==> config.mk <==
export PLATFORM = sky130hd
export DESIGN_NAME = tsc_reader
export DESIGN_NICKNAME = d
export VERILOG_FILES = /design/src/rtl/tsc_pkg.sv /design/src/rtl/tsc_word_assembler.sv /design/src/rtl/tsc_reader.sv
export SDC_FILE = /design/constraint.sdc
export NUM_CORES = 1
export LEC_CHECK = 0
export ABC_AREA = 1
export CORE_UTILIZATION = 60
export CTS_CLUSTER_SIZE = 25
export DETAILED_ROUTE_END_ITERATION = 8
export PLACE_DENSITY = 0.79
export SYNTH_ARGS = -nofsm -noshare
export SYNTH_HDL_FRONTEND = slang
export SYNTH_SLANG_ARGS = --single-unit
export TNS_END_PERCENT = 30
==> constraint.sdc <==
create_clock -name clk -period 4.15 [get_ports clk]
set_input_delay 0.415 -clock clk [delete_from_list [all_inputs] [get_ports clk]]
set_output_delay 0.415 -clock clk [all_outputs]
set_load 0.1 [all_outputs]
==> src/rtl/tsc_pkg.sv <==
// Shared definitions for the TSC capture path: FSM state codes, error codes,
// word geometry and the default capture depth.
package tsc_pkg;

    localparam int unsigned BYTES_PER_WORD    = 4;
    localparam int unsigned DEFAULT_MAX_WORDS = 8;

    // Reader FSM state codes
    typedef logic [1:0] state_t;
    localparam state_t StIdle    = 2'd0;
    localparam state_t StRequest = 2'd1;
    localparam state_t StReceive = 2'd2;
    localparam state_t StFinish  = 2'd3;

    // err_code values; the first error latched in a dump is the one reported
    typedef logic [1:0] err_code_t;
    localparam err_code_t ErrNone     = 2'd0;
    localparam err_code_t ErrOverflow = 2'd1;
    localparam err_code_t ErrShort    = 2'd2;
    localparam err_code_t ErrTimeout  = 2'd3;

endpackage

==> src/rtl/tsc_word_assembler.sv <==
// Packs a stream of MSB-first bytes into 32-bit words. word_valid is a
// combinational pulse in the same cycle as the last byte of a word, with the
// complete word presented on word.
module tsc_word_assembler
    import tsc_pkg::*;
(
    input  logic        clk,
    input  logic        reset,
    input  logic        clear,
    input  logic        byte_valid,
    input  logic [7:0]  tsc_byte,
    output logic [31:0] word,
    output logic        word_valid,
    output logic [1:0]  byte_idx
);

    // Only the three leading bytes of a word need storage; the fourth is
    // taken straight from the input when the word completes.
    logic [23:0] shift_q;
    logic [1:0]  idx_q;

    assign word       = {shift_q, tsc_byte};
    assign word_valid = byte_valid && (idx_q == 2'(BYTES_PER_WORD - 1));
    assign byte_idx   = idx_q;

    // Shift accepted bytes in and advance the byte index (wraps every word)
    always_ff @(posedge clk) begin
        if (reset || clear) begin
            shift_q <= '0;
            idx_q   <= '0;
        end else if (byte_valid) begin
            shift_q <= {shift_q[15:0], tsc_byte};
            idx_q   <= idx_q + 2'd1;
        end
    end

endmodule

==> src/rtl/tsc_reader.sv <==
// Fetches the timestamp buffer from the TSC on user request: issues a one-cycle
// send request, captures the streamed words into a small memory and reports
// completion with done/err pulses and a latched error code.
module tsc_reader
    import tsc_pkg::*;
#(
    parameter int unsigned MAX_WORDS = DEFAULT_MAX_WORDS,
    parameter int unsigned TIMEOUT   = 1024
) (
    input  logic                         clk,
    input  logic                         reset,
    input  logic                         dump_req,
    input  logic                         tsc_ready,
    output logic                         send_buf,
    input  logic [7:0]                   tsc_byte,
    input  logic                         tsc_byte_valid,
    input  logic                         tsc_complete,
    input  logic [$clog2(MAX_WORDS)-1:0] rd_addr,
    output logic [31:0]                  rd_data,
    output logic [$clog2(MAX_WORDS):0]   word_count,
    output logic                         busy,
    output logic                         done,
    output logic                         err,
    output logic [1:0]                   err_code
);

    localparam int unsigned AW = $clog2(MAX_WORDS);
    localparam int unsigned CW = AW + 1;
    localparam int unsigned TW = $clog2(TIMEOUT + 1);

    localparam logic [CW-1:0] CountMax  = CW'(MAX_WORDS);
    localparam logic [TW-1:0] TimerLast = TW'(TIMEOUT - 1);

    state_t          state_q, state_d;
    logic [CW-1:0]   wc_q, wc_d;
    err_code_t       err_q, err_d;
    logic [TW-1:0]   timer_q, timer_d;

    logic            asm_clear;
    logic            asm_word_valid;
    logic [31:0]     asm_word;
    logic [1:0]      asm_byte_idx;

    logic            in_rx;
    logic            full;
    logic            accept;
    logic            drop;
    logic            short_word;

    logic [31:0]     mem [MAX_WORDS];

    assign in_rx  = (state_q == StReceive);
    assign full   = (wc_q == CountMax);
    assign accept = in_rx && tsc_byte_valid && !full;
    assign drop   = in_rx && tsc_byte_valid && full;

    // Index after this cycle's byte is non-zero: a word was left incomplete
    assign short_word = accept ? !asm_word_valid : (asm_byte_idx != 2'd0);

    tsc_word_assembler u_asm (
        .clk        (clk),
        .reset      (reset),
        .clear      (asm_clear),
        .byte_valid (accept),
        .tsc_byte   (tsc_byte),
        .word       (asm_word),
        .word_valid (asm_word_valid),
        .byte_idx   (asm_byte_idx)
    );

    // Next-state, counters, error latching and the send request
    always_comb begin
        state_d   = state_q;
        wc_d      = wc_q;
        err_d     = err_q;
        timer_d   = timer_q;
        asm_clear = 1'b0;
        send_buf  = 1'b0;

        unique case (state_q)
            StIdle: begin
                if (dump_req) begin
                    wc_d      = '0;
                    err_d     = ErrNone;
                    timer_d   = '0;
                    asm_clear = 1'b1;
                    state_d   = StRequest;
                end
            end

            StRequest: begin
                if (tsc_ready) begin
                    send_buf = 1'b1;
                    timer_d  = '0;
                    state_d  = StReceive;
                end
            end

            StReceive: begin
                if (asm_word_valid) begin
                    wc_d = wc_q + 1'b1;
                end
                if (drop && (err_q == ErrNone)) begin
                    err_d = ErrOverflow;
                end
                if (tsc_byte_valid) begin
                    timer_d = '0;
                end

                if (tsc_complete) begin
                    // Completion sees this cycle's byte already accepted
                    if (short_word && (err_d == ErrNone)) begin
                        err_d = ErrShort;
                    end
                    state_d = StFinish;
                end else if (!tsc_byte_valid) begin
                    if (timer_q == TimerLast) begin
                        if (err_q == ErrNone) begin
                            err_d = ErrTimeout;
                        end
                        state_d = StFinish;
                    end else begin
                        timer_d = timer_q + 1'b1;
                    end
                end
            end

            StFinish: begin
                state_d = StIdle;
            end

            default: begin
                state_d = StIdle;
            end
        endcase
    end

    // State registers; reset wins over every other input
    always_ff @(posedge clk) begin
        if (reset) begin
            state_q <= StIdle;
            wc_q    <= '0;
            err_q   <= ErrNone;
            timer_q <= '0;
        end else begin
            state_q <= state_d;
            wc_q    <= wc_d;
            err_q   <= err_d;
            timer_q <= timer_d;
        end
    end

    // Capture memory write; word_valid only fires while below capacity
    always_ff @(posedge clk) begin
        if (!reset && asm_word_valid) begin
            mem[wc_q[AW-1:0]] <= asm_word;
        end
    end

    assign rd_data    = mem[rd_addr];
    assign word_count = wc_q;
    assign err_code   = err_q;
    assign busy       = (state_q != StIdle);
    assign done       = (state_q == StFinish);
    assign err        = done && (err_q != ErrNone);

endmodule
==> impl_metrics.py <==
metrics = {
    "die": {
        "start_util": 0.617,
        "die_area_mm2": 0.0208,
        "die_h_um": 144,
        "core_area_mm2": 0.0197,
        "placementRows": 51,
        "die_w_um": 144,
        "io_pins": 59,
    },
    "sta": {
        "slew_headroom": 0.353,
        "finalSetupTns_ps": 0,
        "finalHoldViolCount": 0,
        "clock.fmax_mhz": 343,
        "rsz0062_at_grt": "no",
        "drv_slew": 0,
        "skew_ps": 14.7,
        "tightest_slew_ps": 968,
        "finalCritPeriodShare": 0.703,
        "finalWorstPathRequiredPeriod_ps": 2920,
        "setup_viol": 0,
    },
    "flow_run": {
        "maxCapViolCount": 0,
    },
    "worst_setup_path": {
        "crit_type": "register to output port",
        "arrival_ps": 2500,
        "cp-startpoint": "state_q[0]$_SDFFE_PP0P_",
        "cp-start-kind": "register",
        "cp_max_fo": 5,
        "crit_path_end_kind": "output port",
        "required_ps": 3730,
        "rr_startpoint": "state_q[0]$_SDFFE_PP0P_",
    },
    "synth": {
        "syn-num-nets": 1068,
        "synth_edf_count": 256,
        "yosysUniqueCellTypes": 30,
        "synth-warning-count": 0,
        "syn_inst": 1042,
        "synthArstFlopShare": 0,
        "netlist_area_mm2": 0.0121,
        "ys_seq_area_frac": 0.709,
        "synth_area_per_cell_um2": 11.6,
        "synth_ff_type": "edfxtp_1",
        "synth-seq-cells": 301,
    },
    "routing": {
        "first_pass_iters": 5,
        "drt_iter0_drc": 659,
        "wl_per_cell_um": 18.5,
        "drc_errors": 0,
        "ant_nets": 0,
        "routed_via_density": 5.80,
        "routed_wl_mm": 25.5,
        "vias": 8009,
    },
    "power_and_ir_drop": {
        "power_leakage_nw": 5.02,
        "ir_drop_mv": 0.306,
        "power_density_mw_per_mm2": 505,
        "total_power_mw": 7.17,
    },
    "finish": {
        "multi_input_comb_area_mm2": 0.00312,
        "layout_common_cells": "nor2_1, edfxtp_1, nand2_1",
        "n_fill_cell": 1266,
        "nNetsFinal": 1119,
        "mostFrequentLayoutCell": "nor2_1",
        "ff_latch_area_mm2": 0.00859,
        "drive_gt1_frac": 0.114,
        "area_delta_synth_final_pct": 17.1,
        "diodes": 0,
        "stdcell_count": 1381,
    },
    "worst_hold_path": {
        "min_path_type": "register to register",
        "min-delay-start": "timer_q[10]$_SDFFE_PP0P_",
    },
    "clocking": {
        "cts_buffers": 29,
        "root_buffer": "clkbuf_16",
        "h-tree-depth": 1,
        "postCtsSetupBuffers": 0,
        "cts_resized": 0,
        "hold_buffers": 0,
        "clkTransAtPathRegs_ps": 60,
        "clock_latency_ps": 550,
        "cts_tree": "done",
        "cts_sinks": 301,
        "cts.path.max_buffers": 3,
    },
    "global_route": {
        "grt_pass1_vias": 7698,
        "globalRoute.totalOverflow": 0,
        "grt_use_total": 0.255,
        "antenna_found_initial": 0,
        "grt_max_degree": 106,
        "grt_pass1_wl_mm": 40.2,
    },
    "placed_design": {
        "port_buffers": 58,
        "place_inst": 1327,
        "hpwl_mm": 14.6,
        "routabilityCongestion": 0.829,
    },
    "outcome": {
        "status": "finished, final reports clean",
    },
}
-- cells by family after synthesis --
group | after synthesis | share of synthesized area
AOI/OAI and AO/OA | 174 | 0.0929
adders and majority gates | 9 | 0.00929
buffers and inverters | 97 | 0.0388
DFF | 301 | 0.709
and+or+nand+nor | 461 | 0.150
-- critical path, stage by stage, from the launching register on --
cell	delay [ps]
dfxtp_1	370
inv_1	90
ha_1	270
inv_1	100
clkdlybuf4s50_1	1130
-- synth_stat cells (14+ instances only) --
cell / number / area share
dfxtp_1: 45 / 0.074
clkbuf_1: 25 / 0.0077
nand2_1: 146 / 0.045
nor2_1: 279 / 0.086
o21ai_1: 14 / 0.0058
buf_2: 15 / 0.0062
o32ai_1: 64 / 0.046
o21ai_0: 81 / 0.033
inv_1: 32 / 0.0099
edfxtp_1: 256 / 0.63
nand3_1: 17 / 0.0070
-- routing by layer --
layer	global-route usage	wire (um)	vias up
li1	-	-	3768
met1	0.346	10500	3871
met2	0.432	12700	333
met3	0.0374	1920	37
met4	0.0694	381	0
met5	0	0	-
-- worst paths after layout --
path,end,slack (ps),depth (start not counted)
setup / recovery,busy,1230,4
hold / removal,timer_q[10]$_SDFFE_PP0P_,440,2
setup reg to reg,mem[0][28]$_DFFE_PP_,1440,9
hold reg to reg,timer_q[10]$_SDFFE_PP0P_,440,2
-- through the flow --
stage,setup slack (ps),utilization,instance area [um2],hold WS [ps]
after global routing,1160,0.722,14200,473
after floorplan,419,-,12100,423
after CTS,1220,0.722,14200,445
after global placement,1310,0.674,13300,431
after detailed placement,1230,0.674,13300,435
final,1230,0.722,14200,444
-- registers in the layout (all words and copies together) (netlist names) --
register and cells:
err_code 2, mem 256, state_q 2, timer_q 11, u_asm.byte_idx 2, u_asm.shift_q 24
word_count 4
-- layout make-up --
type,count,share of cell area
inverters,41,0.0110
multi-input cells,644,0.220
flip-flops and latches,301,0.605
clock buffers,37,0.0554
clock inverters,17,0.0111
well taps,265,0.0234
repair buffers,76,0.0744
-- power by group --
part / internal [mW] / total (mW) / switching [mW] / leakage, nW
Sequential: 3.37 / 3.47 / 0.0970 / 2.71
Combinational: 0.333 / 1.13 / 0.802 / 1.85
Clock: 1.47 / 2.56 / 1.09 / 0.453
No activity file was read; power rests on OpenSTA's default activity.
